===== src/rtl/mni_pkt_sequencer.sv =====
// rtl/mni_pkt_sequencer.sv - sequences decoded RX packets onto the myNodeInfo input buses
// Registers one packet, holds it for a setup window, pulses en_MNI, then waits out MNI latency.
module mni_pkt_sequencer #(
    parameter int SETUP_CYC     = 2,
    parameter int MNI_LAT       = 3,
    parameter int ROUND_TIMEOUT = 1000,
    parameter int CNT_W         = 8
) (
    input  logic             clk,
    input  logic             rst,
    input  logic             pkt_valid,
    output logic             pkt_ready,
    input  logic [2:0]       pkt_type,
    input  logic [15:0]      pkt_hops,
    input  logic [15:0]      pkt_e_max,
    input  logic [15:0]      pkt_e_min,
    input  logic [15:0]      pkt_energy,
    input  logic [15:0]      pkt_e_thresh,
    input  logic [15:0]      pkt_ch_id,
    input  logic [15:0]      pkt_timeslot,
    output logic             en_MNI,
    output logic [2:0]       fPktType,
    output logic [15:0]      hops,
    output logic [15:0]      e_max,
    output logic [15:0]      e_min,
    output logic [15:0]      energy,
    output logic [15:0]      e_threshold,
    output logic [15:0]      ch_ID,
    output logic [15:0]      timeslot,
    output logic             busy,
    output logic [CNT_W-1:0] fwd_cnt,
    output logic [CNT_W-1:0] drop_cnt,
    output logic             round_timeout
);

    localparam int PH_MAX = (SETUP_CYC > MNI_LAT) ? SETUP_CYC : MNI_LAT;
    localparam int PH_W   = $clog2(PH_MAX + 1);
    localparam int TMR_W  = $clog2(ROUND_TIMEOUT + 1);

    localparam logic [PH_W-1:0]  SETUP_LAST = PH_W'(SETUP_CYC - 1);
    localparam logic [PH_W-1:0]  WAIT_LAST  = PH_W'(MNI_LAT - 1);
    localparam logic [TMR_W-1:0] TMR_END    = TMR_W'(ROUND_TIMEOUT);
    localparam logic [CNT_W-1:0] CNT_MAX    = {CNT_W{1'b1}};

    typedef enum logic [1:0] {IDLE, SETUP, FIRE, WAIT} state_t;

    state_t           state, state_nx;
    logic [PH_W-1:0]  phase;
    logic [TMR_W-1:0] tmr;
    logic [TMR_W-1:0] tmr_nx;
    logic             tmr_run;
    logic             take;
    logic             fwd_type;

    assign fwd_type = (pkt_type == 3'b000) || (pkt_type == 3'b001);
    assign busy     = (state != IDLE);
    assign tmr_nx   = tmr + TMR_W'(1);

    always_comb begin
        state_nx  = state;
        pkt_ready = 1'b0;
        en_MNI    = 1'b0;
        take      = 1'b0;
        case (state)
            IDLE: begin
                pkt_ready = 1'b1;
                if (pkt_valid) begin
                    take = 1'b1;
                    if (fwd_type) state_nx = SETUP;
                end
            end
            SETUP: if (phase == SETUP_LAST) state_nx = FIRE;
            FIRE: begin
                en_MNI   = 1'b1;
                state_nx = WAIT;
            end
            WAIT: if (phase == WAIT_LAST) state_nx = IDLE;
            default: state_nx = IDLE;
        endcase
    end

    // phase restarts on every state change so SETUP and WAIT each count from zero
    always_ff @(posedge clk) begin
        if (rst) begin
            state <= IDLE;
            phase <= '0;
        end else begin
            state <= state_nx;
            phase <= (state_nx != state) ? '0 : phase + PH_W'(1);
        end
    end

    always_ff @(posedge clk) begin
        if (rst) begin
            fPktType    <= 3'b111;
            hops        <= '0;
            e_max       <= '0;
            e_min       <= '0;
            energy      <= '0;
            e_threshold <= '0;
            ch_ID       <= '0;
            timeslot    <= '0;
        end else if (take && fwd_type) begin
            fPktType    <= pkt_type;
            hops        <= pkt_hops;
            e_max       <= pkt_e_max;
            e_min       <= pkt_e_min;
            energy      <= pkt_energy;
            e_threshold <= pkt_e_thresh;
            ch_ID       <= pkt_ch_id;
            timeslot    <= pkt_timeslot;
        end
    end

    always_ff @(posedge clk) begin
        if (rst) begin
            fwd_cnt  <= '0;
            drop_cnt <= '0;
        end else begin
            if (en_MNI && fwd_cnt != CNT_MAX) fwd_cnt <= fwd_cnt + CNT_W'(1);
            if (take && !fwd_type && drop_cnt != CNT_MAX) drop_cnt <= drop_cnt + CNT_W'(1);
        end
    end

    // fPktType is stable through FIRE, so it identifies which packet is firing
    always_ff @(posedge clk) begin
        if (rst) begin
            tmr           <= '0;
            tmr_run       <= 1'b0;
            round_timeout <= 1'b0;
        end else if (en_MNI && fPktType == 3'b000) begin
            tmr           <= '0;
            tmr_run       <= 1'b1;
            round_timeout <= 1'b0;
        end else if (en_MNI && fPktType == 3'b001) begin
            tmr     <= '0;
            tmr_run <= 1'b0;
        end else if (tmr_run) begin
            tmr <= tmr_nx;
            if (tmr_nx == TMR_END) begin
                round_timeout <= 1'b1;
                tmr_run       <= 1'b0;
            end
        end
    end

endmodule


===== config.mk =====
export PLATFORM = sky130hd
export DESIGN_NAME = mni_pkt_sequencer
export DESIGN_NICKNAME = d
export VERILOG_FILES = /design/src/rtl/mni_pkt_sequencer.sv
export SDC_FILE = /design/constraint.sdc
export NUM_CORES = 1
export LEC_CHECK = 0
export ABC_AREA = 1
export CAP_MARGIN = 20
export CORE_MARGIN = 5
export CORE_UTILIZATION = 42
export CTS_CLUSTER_SIZE = 12
export DETAILED_ROUTE_END_ITERATION = 16
export PLACE_DENSITY = 0.77
export SYNTH_ARGS = -nofsm -noshare
export SYNTH_HDL_FRONTEND = slang
export SYNTH_SLANG_ARGS = --single-unit
export TNS_END_PERCENT = 5

===== constraint.sdc =====
create_clock -name clk -period 1.7 [get_ports clk]
set_input_delay 0.425 -clock clk [delete_from_list [all_inputs] [get_ports clk]]
set_output_delay 0.425 -clock clk [all_outputs]
set_load 0.005 [all_outputs]

Word level (Yosys, flattened, before mapping)
Cells that the tools add are included.
- $add $sub $neg: 4
- multiply operators: 0
- div/mod/pow operators: 0
- magnitude comparators: 0
- eq/ne operators: 11
- shift-type cells: 0
- mux-type cells: 13
- bitwise logic cells: 1
- reductions and logical operators: 16
- operators with widths (cell ; count):
    $add A8 B1 Y8 const B ; 2
    $ne A8 B8 Y1 const B ; 2
    $add A10 B1 Y10 const B ; 1
    $eq A10 B10 Y1 const B ; 1
    $mux W1 ; 8
    $mux W2 ; 4
    $pmux W2 S4 ; 1
    $eq A2 B2 Y1 const B ; 3
    $eq A3 B1 Y1 const B ; 2
    $logic_and A1 B1 Y1 ; 6
    $logic_not A3 Y1 ; 2
    $eq A2 B1 Y1 const B ; 2
    $reduce_or A2 Y1 ; 2
    $reduce_and A3 Y1 ; 1
    $reduce_or A3 Y1 ; 1
    $add A2 B1 Y2 const B ; 1
    $logic_not A2 Y1 ; 1
    $ne A2 B2 Y1 ; 1
    $reduce_bool A2 Y1 ; 1
    $logic_not A1 Y1 ; 1
    $logic_or A1 B1 Y1 ; 1
    $not A1 Y1 ; 1
- flip-flop bits (word level): 147
- bits in latches: 0
- RAM bits: 0
- ROM bits: 0
- input port bits: 118
- output and inout port bits: 135
- memories kept: 0

Logic depth before layout (Yosys ltp)
Gate-level depths: netlist (run 1).
- depth in word-level cells: 7
- gate-level depth with buffers: 10
- gate-level depth less buffers: 10

Least setup slack after synthesis (run 1)
OpenSTA, ideal clock, no wires.
- path kind: reg2reg
- from: register fwd_cnt[0]
- to: register fwd_cnt[2]
- data arrival time: 1.315 ns
- required time: 1.568 ns
- setup slack: 0.253 ns
- stages on the path, launching flop included: 9
- period minus slack after synthesis: 1.447 ns
- cell sequence: dfxtp_1 > ha_1 > inv_1 > nor4_4 > nand2_1 > nand2_2 > inv_2 > o21ai_0 > a21oi_1
- word-level cells in the longest chain between the ends: 2
- elaborated cells on any way between the ends: 3
- classes of those cells: add/sub (1); eq/ne (1); reduce/logical (1)
- RTL lines (what ; line ; text):
    start, declared ; 31 ; output logic [CNT_W-1:0] fwd_cnt,
    start signal, assigned ; 120 ; if (en_MNI && fwd_cnt != CNT_MAX) fwd_cnt <= fwd_cnt + CNT_W'(1);
    parallel branches: the longest is 2 deep, another holds $add A8 B1 Y8 ; n/a ;
Several ways; the timed one is not identified.
A chain may end at the register's enable or synchronous reset.

Final worst setup path (run 1)
- from: register e_threshold[10]
- to: output port e_threshold[10]
- RTL lines (what ; line ; text):
    start, declared ; 27 ; output logic [15:0] e_threshold,
    start signal, assigned ; 109 ; e_threshold <= pkt_e_thresh;
No word-level cell between the ends.

==> results of run 1 <==
[registers in the layout, indices dropped and copies added, names as in the netlist, 10 cells and up]
name         count
ch_ID           16
timeslot        16
e_threshold     16
e_max           16
e_min           16
tmr             10
hops            16
energy          16
[what timing repair did]
| action | in CTS | in global routing |
|---|---|---|
| setup endpoints to repair | 101 | 45 |
| buffers inserted | 0 | 2 |
| gates resized for setup | 121 | 38 |
| pin swaps | 0 | 1 |
| cloned | 0 | 0 |
| endpoints found under the hold margin | 0 | 0 |
[worst paths after layout]
check | cells past startpoint | endpoint | start | slack (ps)
hold / removal | 2 | round_timeout | round_timeout | 450
setup / recovery | 1 | e_threshold[10] | e_threshold[10] | 40
hold reg to reg | 2 | round_timeout | round_timeout | 450
setup reg to reg | 8 | fwd_cnt[2] | fwd_cnt[1] | 160
[logic make-up after synthesis]
kind of cell,synth area share
xor gates and xnor gates,0.0184
buffers and inverters,0.0643
AOI/OAI and AO/OA,0.140
and+or+nand+nor,0.250
adders and majority gates,0.0110
DFF,0.516
[power by group through the flow]
stage | Clock (uW) | Sequential (uW) | Combinational [uW]
after floorplan | 0 | 3780 | 307
after global placement | 0 | 3760 | 1060
after detailed placement | 0 | 3770 | 1060
after CTS | 4270 | 3690 | 996
after global routing | 4400 | 3710 | 1080
final | 4200 | 3690 | 981
[placed cells by master, fill, tap and decap left out, types with 2 or more instances in the layout]
cell type	count
clkbuf_8	5
clkdlybuf4s50_1	121
clkbuf_16	17
buf_12	6
nand2_1	71
o21ai_1	7
ha_1	5
nand4_1	5
a21oi_1	26
inv_4	2
dlygate4sd2_1	97
dfxtp_4	4
dfxtp_2	15
bufinv_16	5
clkinv_2	6
xnor2_1	4
nor4_4	2
inv_2	3
inv_1	37
dfxtp_1	128
nand2_2	3
dlymetal6s2s_1	32
clkdlybuf4s15_1	2
xor2_1	8
nand3_1	15
nor2_1	248
buf_4	24
nor2_2	3
a31oi_1	2
o21ai_0	121
[layer usage]
metal,up-vias,global-route usage,share of wire
li1,2929,-,-
met1,2572,0.229,0.40
met2,190,0.359,0.48
met3,24,0.109,0.10
met4,0,0.0757,0.022
met5,-,0,0
[final cells by class]
cell class / count / area (sq um)
Fill cell: 1139 / 4080
Sequential cell: 147 / 2980
Timing Repair Buffer: 282 / 2780
Multi-Input combinational cell: 526 / 2400
Clock buffer: 22 / 494
Tap cell: 176 / 220
Clock inverter: 10 / 175
Inverter: 44 / 171
[per-stage QoR]
stage,hold WS [ps],instances,total power [uW]
after CTS,460,1205,8960
after detailed placement,446,1173,4830
after floorplan,417,756,4090
after global placement,433,1173,4820
after global routing,473,1207,9190
final,450,1207,8870
==> run_results.csv, run 1 <==
group,metric,value,unit
floorplan,io_pins,253,
pwr,p_per_area,962,nW/um^2
yosys,synth_top_cell_by_area,"dfxtp_1",
global_routing,grt_pass1_vias,5623,
pwr,p_seq_frac,0.416,
critical_path,crit_chain,"clkdlybuf4s50_1",
final_layout,nets,1141,
placed_design,port_buffers,252,
drt,vias_per_cell,4.73,
placed_design,place_ws,-310,ps
critical_path,path_buf_inv,1,
yosys,synth-main-ff-cell,"dfxtp_1",
floorplan,die_x,127,um
yosys,ys_seq_elements,147,
global_routing,antenna_found_initial,0,
floorplan,core.rowCount,42,
yosys,ys_types,29,
yosys,synth_cells,756,
yosys,yosysWarnings,0,
pwr,swShare,0.215,
timing,max_freq,601,MHz
drt,first_pass_iters,5,
timing,relSlewSlack,0.754,
timing,hold_viol,0,
run_status,status,"complete, no violations",
placed_design,hpwl,12600,um
floorplan,die_h,127,um
drt,routed_wire_length_per_instance,14.6,um
placed_design,placed_area,8530,sq um
timing,setup_tns,0,ps
critical_path,cp-end-kind,"primary output",
cts,root_buffer,"clkbuf_16",
drt,vias,5715,
global_routing,grt_pass1_wl,27600,um
final_layout,diodes,0,
yosys,yosys-top-cells-area,"dfxtp_1 (52%), nor2_1 (16%), o21ai_0 (11%)",
pwr,pwr-share-comb,0.111,
timing,setup_slack,35.0,ps
yosys,synth_async_sr_flop_share,0,
timing,clock_skew,10.5,ps
critical_path,critPathMaxFanout,2,
timing,fin_crit_sh,0.979,
min_path,hold_class,"flip-flop to flip-flop",
global_routing,grt_overflow,0,
critical_path,slowest_delay,500,ps
cts,cts_sinks,147,
cts,hold_buffers,0,
yosys,syn-num-nets,879,
timing,drv_slew,0,
cts,htree_levels,4,
final_layout,final_area,9220,sq um
pwr,leakage,0.00485,uW
critical_path,required,1270,ps
placed_design,gp_congestion,0.873,
global_routing,grt_max_degree,61,
timing,rsz0062_at_grt,"yes",
drt,antenna_left,0,
final_layout,drive_gt1_frac,0.0960,
cts,clk_pin_slew,60,ps
run,maxCapViolations,0,
yosys,synth_area,5700,sq um
global_routing,gr-usage-all-layers,0.213,
yosys,synth_top_cell_area_share,0.516,
drt,drc,0,
yosys,syn_area_per_cell,7.54,sq um
critical_path,cp_top_family,"buffers and inverters",
yosys,seq_area_frac_synth,0.516,
yosys,yosysMostFrequentCell,"nor2_1",
pwr,max-vdd-ir-drop,0.651,mV
pwr,p_clk_frac,0.473,
yosys,synth_edf_count,0,
cts,cts_tree,"done",
critical_path,cp-start-kind,"flip-flop",
critical_path,cp.arrival,1240,ps
final_layout,synthToLayoutAreaGrowth,61.7,%
drt,wl,17600,um
pwr,p_int,6960,uW
floorplan,start_util,0.429,
timing,tightest_slew,369,ps
critical_path,path_class,"flip-flop to primary output",
floorplan,dieArea,16000,sq um
final_layout,finish.utilization,0.693,
timing,period_needed,1660,ps
cts,numCtsBuffers,17,
floorplan,core_area,13300,sq um
yosys,ys_top_cells_by_count,"nor2_1 (248), dfxtp_1 (147), o21ai_0 (121)",
timing,setup_viol,0,
critical_path,worst_path_max_delay_cell,"clkdlybuf4s50_1",
drt,first_iter_violations,396,
cts,insertion_delay,420,ps
pwr,p_sw,1900,uW
cts,clk_path_buf_depth,2,
(Power assumes the default switching activity.)
==> run 2: changes to the inputs <==
Settings changed: CAP_MARGIN 20 to 10, SLEW_MARGIN set to 20.
==> results of run 2 <==
No change in the layout: final DEF, timing and power equal those of run 1.
==> run 3: changes to the inputs <==
Settings changed: CORE_UTILIZATION 42 to 45, PLACE_DENSITY 0.77 to 0.82, TNS_END_PERCENT 5 to unset.
Clock period 1.7 ns to 2.05 ns, I/O delays scaled along.
==> run 3 against run 2 <==
  * Cell area is 2.8% lower
  * Power shrank 23%
  * Cell count is 1.9% lower
  * Sequential share of layout area is 0.60 points higher
  * Via count up 0.91%
  * Clock skew fell by 3.0 ps
  * Die area is 6.1% lower
  * Clock power shrank 32%
  * Critical endpoint is now pkt_ready
  * Largest cell class unchanged
  * Largest power group is now sequential cells
==> run_results.csv, run 3 (synthesis gave the netlist of run 1 again) <==
group,metric,value,unit
timing,period_needed,1970,ps
cts,cts_tree,"done",
timing,drv_slew,0,
pwr,pwr-share-comb,0.125,
min_path,min-delay-start,"phase[0]",
final_layout,finish.utilization,0.716,
pwr,swShare,0.223,
pwr,max-vdd-ir-drop,0.640,mV
final_layout,final_common_cell,"clkdlybuf4s50_1",
critical_path,cp-start-kind,"flip-flop",
critical_path,cp.depth,2,
critical_path,ff2ff_path_depth,8,
drt,wl,17400,um
pwr,p_per_area,758,nW/um^2
timing,max_freq,507,MHz
global_routing,grt_max_degree,67,
placed_design,port_buffers,252,
timing,setup_tns,0,ps
floorplan,core_area,12500,sq um
run_status,status,"complete, no violations",
floorplan,start_util,0.455,
global_routing,grt_overflow,0,
cts,post_cts_buffers,0,
placed_design,hpwl,12200,um
critical_path,cp-end-kind,"primary output",
critical_path,cp.arrival,1460,ps
floorplan,core.rowCount,41,
cts,numCtsBuffers,17,
drt,antenna_left,0,
critical_path,r2r_start,"fwd_cnt[0]",
timing,hold_viol,0,
pwr,leakage,0.00379,uW
cts,clk_pin_slew,50,ps
pwr,p_total,6790,uW
critical_path,crit_start,"state[1]",
floorplan,dieArea,15000,sq um
min_path,hold_class,"flip-flop to flip-flop",
run,maxCapViolations,0,
final_layout,nets,1125,
drt,m1WireLength,6520,um
drt,routed_wire_length_per_instance,14.7,um
final_layout,drive_gt1_frac,0.0593,
critical_path,path_buf_inv,1,
critical_path,slowest_delay,530,ps
critical_path,r2r_slack,410,ps
drt,top_layer,"met4",
global_routing,grt_pass1_vias,5452,
timing,tightest_slew,304,ps
cts,htree_levels,4,
final_layout,final_cell_mix,"clkdlybuf4s50_1 (251), nor2_1 (248), dfxtp_1 (145)",
critical_path,path_class,"flip-flop to primary output",
drt,drc,0,
floorplan,io_pins,253,
pwr,p_seq_frac,0.452,
placed_design,gp_congestion,0.825,
critical_path,crit_chain,"nor2_4 > clkdlybuf4s50_1",
cts,root_buffer,"clkbuf_16",
timing,fin_crit_sh,0.963,
pwr,p_sw,1520,uW
cts,clk_path_buf_depth,2,
drt,wl_met3,1780,um
timing,setup_slack,76.8,ps
timing,relSlewSlack,0.797,
timing,clock_skew,7.55,ps
pwr,p_int,5280,uW
cts,cts_sinks,147,
placed_design,dp.cells,1155,
drt,first_pass_iters,5,
critical_path,required,1540,ps
global_routing,grt_pass1_wl,27100,um
pwr,p_clk_frac,0.422,
drt,route.met2.wl,8690,um
final_layout,diodes,0,
min_path,hold_path_depth,1,
placed_design,place_ws,-62.8,ps
critical_path,cp_top_family,"buffers and inverters",
timing,setup_viol,0,
critical_path,worst_path_max_delay_cell,"clkdlybuf4s50_1",
global_routing,gr-usage-all-layers,0.230,
critical_path,critPathMaxFanout,4,
drt,first_iter_violations,426,
final_layout,layout.cells.non_filler,1184,
cts,insertion_delay,420,ps
floorplan,die_h,123,um
drt,vias_per_cell,4.87,
global_routing,antenna_found_initial,0,
final_layout,synthToLayoutAreaGrowth,57.2,%
floorplan,die_x,123,um
drt,vias,5767,
timing,rsz0062_at_grt,"no",
-- run 3: per-stage QoR --
step,hold WS [ps],cell area (sq um)
2_1_floorplan,417,5700
3_3_place_gp,432,8410
3_5_place_dp,436,8410
4_1_cts,444,8950
5_1_grt,469,8960
6_report,442,8960
-- run 3: per-layer routing --
metal  vias to the layer above  global-route usage
met1                      2622               0.249
met3                        37               0.112
li1                       2899                   -
met4                         0              0.0756
met2                       209               0.394
met5                         -                   0
-- run 3: final cells by class --
class                   instances  area [sq um]
clock buffers                  23           488
clock inverters                 6          55.1
fillers                      1019          3560
inverters                      44           171
multi-input cells             526          2390
flip-flops and latches        147          2950
well taps                     172           215
repair buffers                266          2690
-- run 3: timing repair --
item	CTS	global route
pin swaps	0	0
endpoints found under the setup margin	2	2
hold buffers	0	0
gates resized for setup	2	3
-- run 3: power groups by stage --
stage          clock (uW)  sequential [uW]  combinational, uW
2_1_floorplan           0             3140                255
3_3_place_gp            0             3120                842
3_5_place_dp            0             3130                851
4_1_cts              2920             3070                860
5_1_grt              3050             3090                925
6_report             2870             3070                851
-- run 3: worst paths after layout --
| path | to |
|---|---|
| max | pkt_ready |
| min | phase[0] |
| max reg2reg | fwd_cnt[2] |
| min reg2reg | phase[0] |
